### src/rtl/vc_traffic_requester.sv
// vc_traffic_requester: LFSR-driven per-input VC request source feeding the output arbiter under test.
module vc_traffic_requester #(
  parameter int VC_NUM = 3,
  parameter int PRIO_NUM = 2,
  parameter int INPUT_NUM = 4,
  parameter int MAX_PKTS = 4,
  parameter int HOLD_MAX = 3,
  parameter int LFSR_W = 16,
  localparam int VCS = VC_NUM * PRIO_NUM,
  localparam int VCW = (VCS > 1) ? $clog2(VCS) : 1,
  localparam int SELW = (INPUT_NUM > 1) ? $clog2(INPUT_NUM) : 1
) (
  input  logic                     clk,
  input  logic                     resetn,
  input  logic                     enable,
  input  logic                     seed_load,
  input  logic [LFSR_W-1:0]        seed,
  input  logic [7:0]               drop_thresh,
  input  logic                     mode_fixed,
  input  logic [INPUT_NUM*VCW-1:0] fixed_vc,
  input  logic                     cts,
  input  logic [SELW-1:0]          selected_input,
  input  logic                     last,
  output logic [INPUT_NUM*VCS-1:0] o_request,
  output logic [INPUT_NUM-1:0]     o_busy,
  output logic [31:0]              o_total_pkts
);
  localparam int RW = $clog2(MAX_PKTS + 1);
  localparam int HW = (HOLD_MAX > 0) ? $clog2(HOLD_MAX + 1) : 1;
  localparam int CW = $clog2(INPUT_NUM + 1);
  typedef enum logic [1:0] {IDLE, REQ, GRANTED, HOLD} state_t;
  logic [LFSR_W-1:0]    base_seed;
  logic [INPUT_NUM-1:0] done;
  logic [CW-1:0]        done_cnt;
  // reset reuses the seed-load path with the fixed power-on seed
  assign base_seed = resetn ? seed : LFSR_W'(16'hACE1);
  for (genvar i = 0; i < INPUT_NUM; i++) begin : g_in
    state_t            st, st_n;
    logic [LFSR_W-1:0] lfsr, rot;
    logic [VCW-1:0]    vc, vc_n;
    logic [RW-1:0]     rem, rem_n;
    logic [HW-1:0]     hold, hold_n;
    logic              sel, drop, beat, fin;
    assign rot = (base_seed << i) | (base_seed >> (LFSR_W - i));
    assign sel = 32'(selected_input) == i;
    assign drop = !mode_fixed && lfsr[15:8] < drop_thresh;
    assign beat = last && sel;
    assign fin = st == GRANTED && beat && rem == RW'(1);
    assign done[i] = st == GRANTED && beat;
    assign o_busy[i] = st != IDLE;
    // the final beat releases the request in the same cycle
    assign o_request[i*VCS +: VCS] = ((st == REQ && !drop) || (st == GRANTED && !fin)) ? VCS'(1) << vc : '0;
    always_ff @(posedge clk)
      if (!resetn || seed_load) lfsr <= (rot == '0) ? LFSR_W'(1) : rot;
      else lfsr <= (lfsr >> 1) ^ (lfsr[0] ? LFSR_W'(16'hB400) : '0);
    always_ff @(posedge clk)
      if (!resetn) begin
        st <= IDLE;
        vc <= '0;
        rem <= '0;
        hold <= '0;
      end else begin
        st <= st_n;
        vc <= vc_n;
        rem <= rem_n;
        hold <= hold_n;
      end
    always_comb begin
      st_n = st;
      vc_n = vc;
      rem_n = rem;
      hold_n = hold;
      case (st)
        IDLE: if (enable && lfsr[0]) begin
          st_n = REQ;
          vc_n = VCW'((mode_fixed ? 32'(fixed_vc[i*VCW +: VCW]) : 32'(lfsr[VCW+1:2])) % VCS);
          rem_n = mode_fixed ? RW'(MAX_PKTS) : RW'(32'(lfsr[7:4]) % MAX_PKTS + 1);
        end
        REQ: st_n = (sel && cts) ? GRANTED : enable ? REQ : IDLE;
        GRANTED: if (beat) begin
          rem_n = rem - RW'(1);
          st_n = fin ? HOLD : GRANTED;
          hold_n = fin ? HW'(32'(lfsr[11:10]) % (HOLD_MAX + 1)) : hold;
        end
        default: begin
          st_n = (hold == '0) ? IDLE : HOLD;
          hold_n = (hold == '0) ? hold : hold - HW'(1);
        end
      endcase
    end
  end
  always_comb begin
    done_cnt = '0;
    for (int k = 0; k < INPUT_NUM; k++) done_cnt = done_cnt + CW'(done[k]);
  end
  always_ff @(posedge clk)
    if (!resetn) o_total_pkts <= '0;
    else o_total_pkts <= o_total_pkts + 32'(done_cnt);
endmodule

### config.mk
export PLATFORM = sky130hd
export DESIGN_NAME = vc_traffic_requester
export DESIGN_NICKNAME = d
export VERILOG_FILES = /design/src/rtl/vc_traffic_requester.sv
export SDC_FILE = /design/constraint.sdc
export NUM_CORES = 1
export LEC_CHECK = 0
export ABC_AREA = 1
export BUFFER_PORTS_ARGS = -buffer_cell sky130_fd_sc_hd__buf_2
export CORE_ASPECT_RATIO = 0.6
export CORE_MARGIN = 3
export CORE_UTILIZATION = 25
export CTS_CLUSTER_DIAMETER = 200
export DETAILED_ROUTE_END_ITERATION = 8
export PLACE_DENSITY = 0.43
export SYNTH_ARGS = -nofsm -noshare
export SYNTH_HDL_FRONTEND = slang
export SYNTH_SLANG_ARGS = --single-unit
### constraint.sdc
create_clock -name clk -period 6.1 [get_ports clk]
set_clock_uncertainty 0.2 [all_clocks]
set_input_delay 1.83 -clock clk [delete_from_list [all_inputs] [get_ports clk]]
set_output_delay 1.83 -clock clk [all_outputs]
set_load 0.03 [all_outputs]
Yosys cells after proc, flatten, opt, wreduce, memory -nomap -nowiden

Index checks and enable logic that the tools add are counted.
W data, S select, Z words.

Flip-flop bits (word level): 136
Bits of input ports: 45
Output and inout bits: 60
Word-level logic and storage cells: 257

$add $sub $neg: 16
Divide/modulo/power cells: 4
Magnitude comparators: 4
Equality and inequality tests: 31
Shifts and indexed selects: 4
Muxes and demuxes: 78
Bitwise logic cells: 11
Reductions and logical operators: 88

Operator list:

| cell                    | number |
|---|---|
| $mux W16                | 13 |
| $mod A32 B3 Y32 const B | 4 |
| $logic_not A16 Y1       | 4 |
| $xor A15 B16 Y16        | 4 |
| $mux W2                 | 28 |
| $mux W3                 | 16 |
| $add A32 B3 Y32         | 1 |
| $logic_and A1 B1 Y1     | 32 |
| $lt A8 B8 Y1            | 4 |
| $ne A2 B2 Y1 const B    | 16 |
| $mux W6                 | 4 |
| $pmux W2 S3             | 4 |
| $pmux W3 S2             | 4 |
| $shl A1 B3 Y6 const A   | 4 |
| $logic_not A2 Y1        | 9 |
| $or A16 B1 Y16          | 1 |
| $or A16 B2 Y16          | 1 |
| $or A16 B3 Y16          | 1 |
| $pmux W2 S2             | 4 |
| $reduce_and A2 Y1       | 8 |
| $reduce_and A4 Y1       | 4 |
| $reduce_bool A2 Y1      | 8 |
| $add A2 B1 Y3 const B   | 4 |
| $eq A2 B2 Y1 const B    | 6 |
| other kinds (13)        | 52 |

Logic depth before layout (Yosys ltp)

Depth after elaboration: 8
Gate-level depth with buffers: 17

Worst setup path after synthesis

No wires, ideal clock.

Path kind: input-to-output
Start: in drop_thresh[3]
End: out o_request[10]
Data arrival time: 3046 ps
Data required time: 4070 ps
Setup slack: 1024 ps
Stages: 10
Buffers on the path: 0
Cells stage by stage: inv_1 > ha_1 > nand2_1 > inv_1 > nand2_1 > nand2_1 > nand2_1 > nand2_1 > nand2_1 > a21oi_1

Longest elaborated chain between the ends: 6

Ends and longest elaborated chain:

| element             | RTL line | RTL |
|---|---|---|
| start, declared     | 18       | `input logic [7:0] drop_thresh,` |
| $lt A8 B8 Y1        | 46       | `assign drop = !mode_fixed && lfsr[15:8] < drop_thresh;` |
| $logic_and A1 B1 Y1 | 46       |  |
| $logic_not A1 Y1    | 52       | `assign o_request[i*VCS +: VCS] = ((st == REQ && !drop) \|\| (st == GRANTED && !fin)) ? VCS'(1) << vc : '0;` |
| $logic_and A1 B1 Y1 | 52       |  |
| $logic_or A1 B1 Y1  | 52       |  |
| $mux W6             | 52       |  |
| end, declared       | 24       | `output logic [INPUT_NUM*VCS-1:0] o_request,` |

Every way passes these cells.

Worst setup path after layout

Start: in drop_thresh[1]
End: out o_request[4]

Same word-level chain as after synthesis.

==> results.cfg <==
[timing]
maxSlewViolCount = 0
slew_headroom = 0.459
min_period_over_period = 0.878
fin_setup_tns_ns = 0
finalCriticalPeriod_ns = 5.36
timing.fmax_ghz = 0.187
setup-violations-final = 0
hold_violations = 0
tightest_slew_ns = 0.811
setup_ws_ns = 0.742
hold_ws_ns = 0.220
rsz0062_at_grt = false

[cts]
ctsResizeCount = 0
cts.path.max_buffers = 2
h-tree-depth = 4
cts.sinks = 136
clk_latency_ns = 0.43
cts_buffers = 17
hold_buffers = 0
cts_tree = built
cts.reportedPaths.clkPinSlew_ns = 0.06
cts_setup_buffers = 0
clockRootBuffer = clkbuf_16

[yosys]
syn_area_um2 = 7370
yosysWarningCount = 0
synth_top_cell_by_area = dfxtp_1
ys_types = 38
synth.avg_cell_area_um2 = 6.90
synth_top_area_share = 0.369
synth.net_count = 1161
ys_seq_elements = 136
yosys-top-cells-area = dfxtp_1 37%, nand2_1 15%, ha_1 7.6%
ys_seq_area_frac = 0.369
synthCells = 1068

[run_status]
status = finished, final reports clean

[worst_setup_path]
worstSetupEndpointType = primary output
cp_data_required_time_ns = 4.07
crit_fanout = 6
crit_arrival_ns = 3.33
path_class = input pin to primary output
critPathLaunchType = input pin

[layout]
n_antenna_cell = 0
drive_gt1_frac = 0.146
area_growth_syn_to_layout_pct = 21.9
finish.utilization = 0.311
final_nets = 1262
fillCellCount = 3145

[run]
cap_violations = 0

[placement]
dp_hpwl_um = 19200
place_ws_ns = 0.770
port_buffers = 104
gp_congestion = 0.849

[grt]
grt_max_degree = 49
grt_pass1_wl_um = 38400
grt_pass1_vias = 6505
antenna_found_initial = 0
grt_overflow = 0
grt_usage = 0.160

[pwr]
switching_share = 0.265
p_leak_nw = 4.01
p_int_mw = 1.80
peakVddDrop_uv = 129
seqPwrFrac = 0.401
powerDensity_nw_per_um2 = 272
p_sw_mw = 0.648
pwr-share-clk = 0.478
pwr-share-comb = 0.120

[routing]
drt_iter0_markers = 575
vias = 7054
totalWireLength_um = 24700
wl_per_cell_um = 15.6
drt-pass1-iter-count = 5
drc_errors = 0
vias_per_cell = 4.46
final_antenna_net_count = 0

[floorplanning]
core_area_um2 = 28900
fp.dieH_um = 139
io_pins = 105
die-width_um = 228
initial_utilization = 0.255
die_area_um2 = 31600
num_rows = 48

[worst_hold_path]
min_path_type = flop to flop
registers in the layout (all words and copies together) (netlist names):
signal / cells
g_in.vc: 12
g_in.lfsr: 64
g_in.st: 8
g_in.hold: 8
o_total_pkts: 32
g_in.rem: 12
kinds of logic after synthesis:
family / Yosys count / synth area share
AO/OA/AOI/OAI: 192 / 0.139
XOR/XNOR: 17 / 0.0202
adder cells (fa/ha/maj): 48 / 0.0845
buffers and inverters: 157 / 0.0810
flip-flops: 136 / 0.369
multiplexers: 3 / 0.00407
AND/OR/NAND/NOR: 515 / 0.302
synth_stat cells, drive strengths merged:
cell type  number
nand3          54
o21a            4
nor4            1
o21ai          78
nand3b         11
nand2         299
xor2            5
o21bai          3
dfxtp         136
or2             1
buf             8
clkbuf         18
clkinv          2
nor2          115
a211oi          2
nor3           20
mux2i           3
ha             45
a21oi          92
nand4          14
a31oi          13
xnor2          12
fa              3
inv           129
layer usage:
metal | global-route usage | wire [um]
met1 | 0.265 | 14000
met4 | 0.0267 | 139
met3 | 0.0421 | 1560
met5 | 0 | 0
met2 | 0.199 | 8920
critical path: stages:
cell and delay [ns]:
buf_2 0.08, inv_1 0.09, ha_1 0.29, nand2_1 0.05
nand2_1 0.13, nand2_1 0.07, nand2_1 0.06, nand2_1 0.04
nand2_1 0.05, nand2_1 0.20, a21oi_1 0.21, buf_2 0.22
per-stage QoR:
stage,area (um2),cells,power [mW]
2_1_floorplan,7370,1068,1.19
4_1_cts,8980,1582,2.47
6_report,8980,1582,2.45
3_3_place_gp,8320,1550,1.30
5_1_grt,8980,1582,2.57
3_5_place_dp,8320,1550,1.29
layout make-up:
class / instances / area, um2 / share of cell area
clock buffer: 21 / 470 / 0.0524
clock inverter: 11 / 194 / 0.0216
inverter: 131 / 493 / 0.0549
multi-input combinational: 775 / 4050 / 0.451
sequential: 136 / 2720 / 0.303
tap: 400 / 500 / 0.0557
timing repair buffer: 108 / 551 / 0.0613
worst paths after layout:
path / slack, ns / end / startpoint / depth (start not counted)
setup reg to reg: 2.51 / o_total_pkts[20]$_SDFF_PN0_ / g_in[0].st[0]$_SDFFE_PN0P_ / 17
hold / removal: 0.22 / g_in[1].lfsr[6]$_DFF_P_ / g_in[1].lfsr[7]$_DFF_P_ / 2
hold reg to reg: 0.22 / g_in[1].lfsr[6]$_DFF_P_ / g_in[1].lfsr[7]$_DFF_P_ / 2
setup / recovery: 0.74 / o_request[4] / drop_thresh[1] / 12
power by group through the flow:
| stage | Clock [mW] | Combinational, mW | Sequential [mW] |
|---|---|---|---|
| final | 1.17 | 0.295 | 0.982 |
| after global routing | 1.24 | 0.340 | 0.988 |
| after CTS | 1.20 | 0.295 | 0.981 |
| after detailed placement | 0 | 0.294 | 1.00 |
| after global placement | 0 | 0.295 | 1.00 |
| after floorplan | 0 | 0.207 | 0.983 |
layout by cell type (no fill, tap or decap), types with 4 or more instances in the layout:
| cell | synthesis | final |
|---|---|---|
| a21oi_1 | 91 | 91 |
| inv_2 | 5 | 5 |
| nor2_2 | 4 | 4 |
| a31oi_1 | 13 | 13 |
| buf_2 | 5 | 104 |
| bufinv_16 | 0 | 5 |
| dfxtp_1 | 136 | 136 |
| nor2_1 | 106 | 106 |
| nor2_4 | 5 | 5 |
| o21ai_0 | 74 | 74 |
| buf_4 | 0 | 4 |
| nand3_1 | 52 | 52 |
| xor2_1 | 5 | 5 |
| ha_1 | 45 | 45 |
| clkinvlp_4 | 0 | 4 |
| nand2_2 | 4 | 4 |
| nand4_1 | 14 | 14 |
| nand3b_1 | 11 | 11 |
| nor3_1 | 16 | 16 |
| inv_1 | 124 | 124 |
| nand2_1 | 293 | 293 |
| clkbuf_16 | 0 | 17 |
| xnor2_1 | 12 | 12 |
| o21a_1 | 4 | 4 |
No activity file was read; power rests on OpenSTA's default activity.
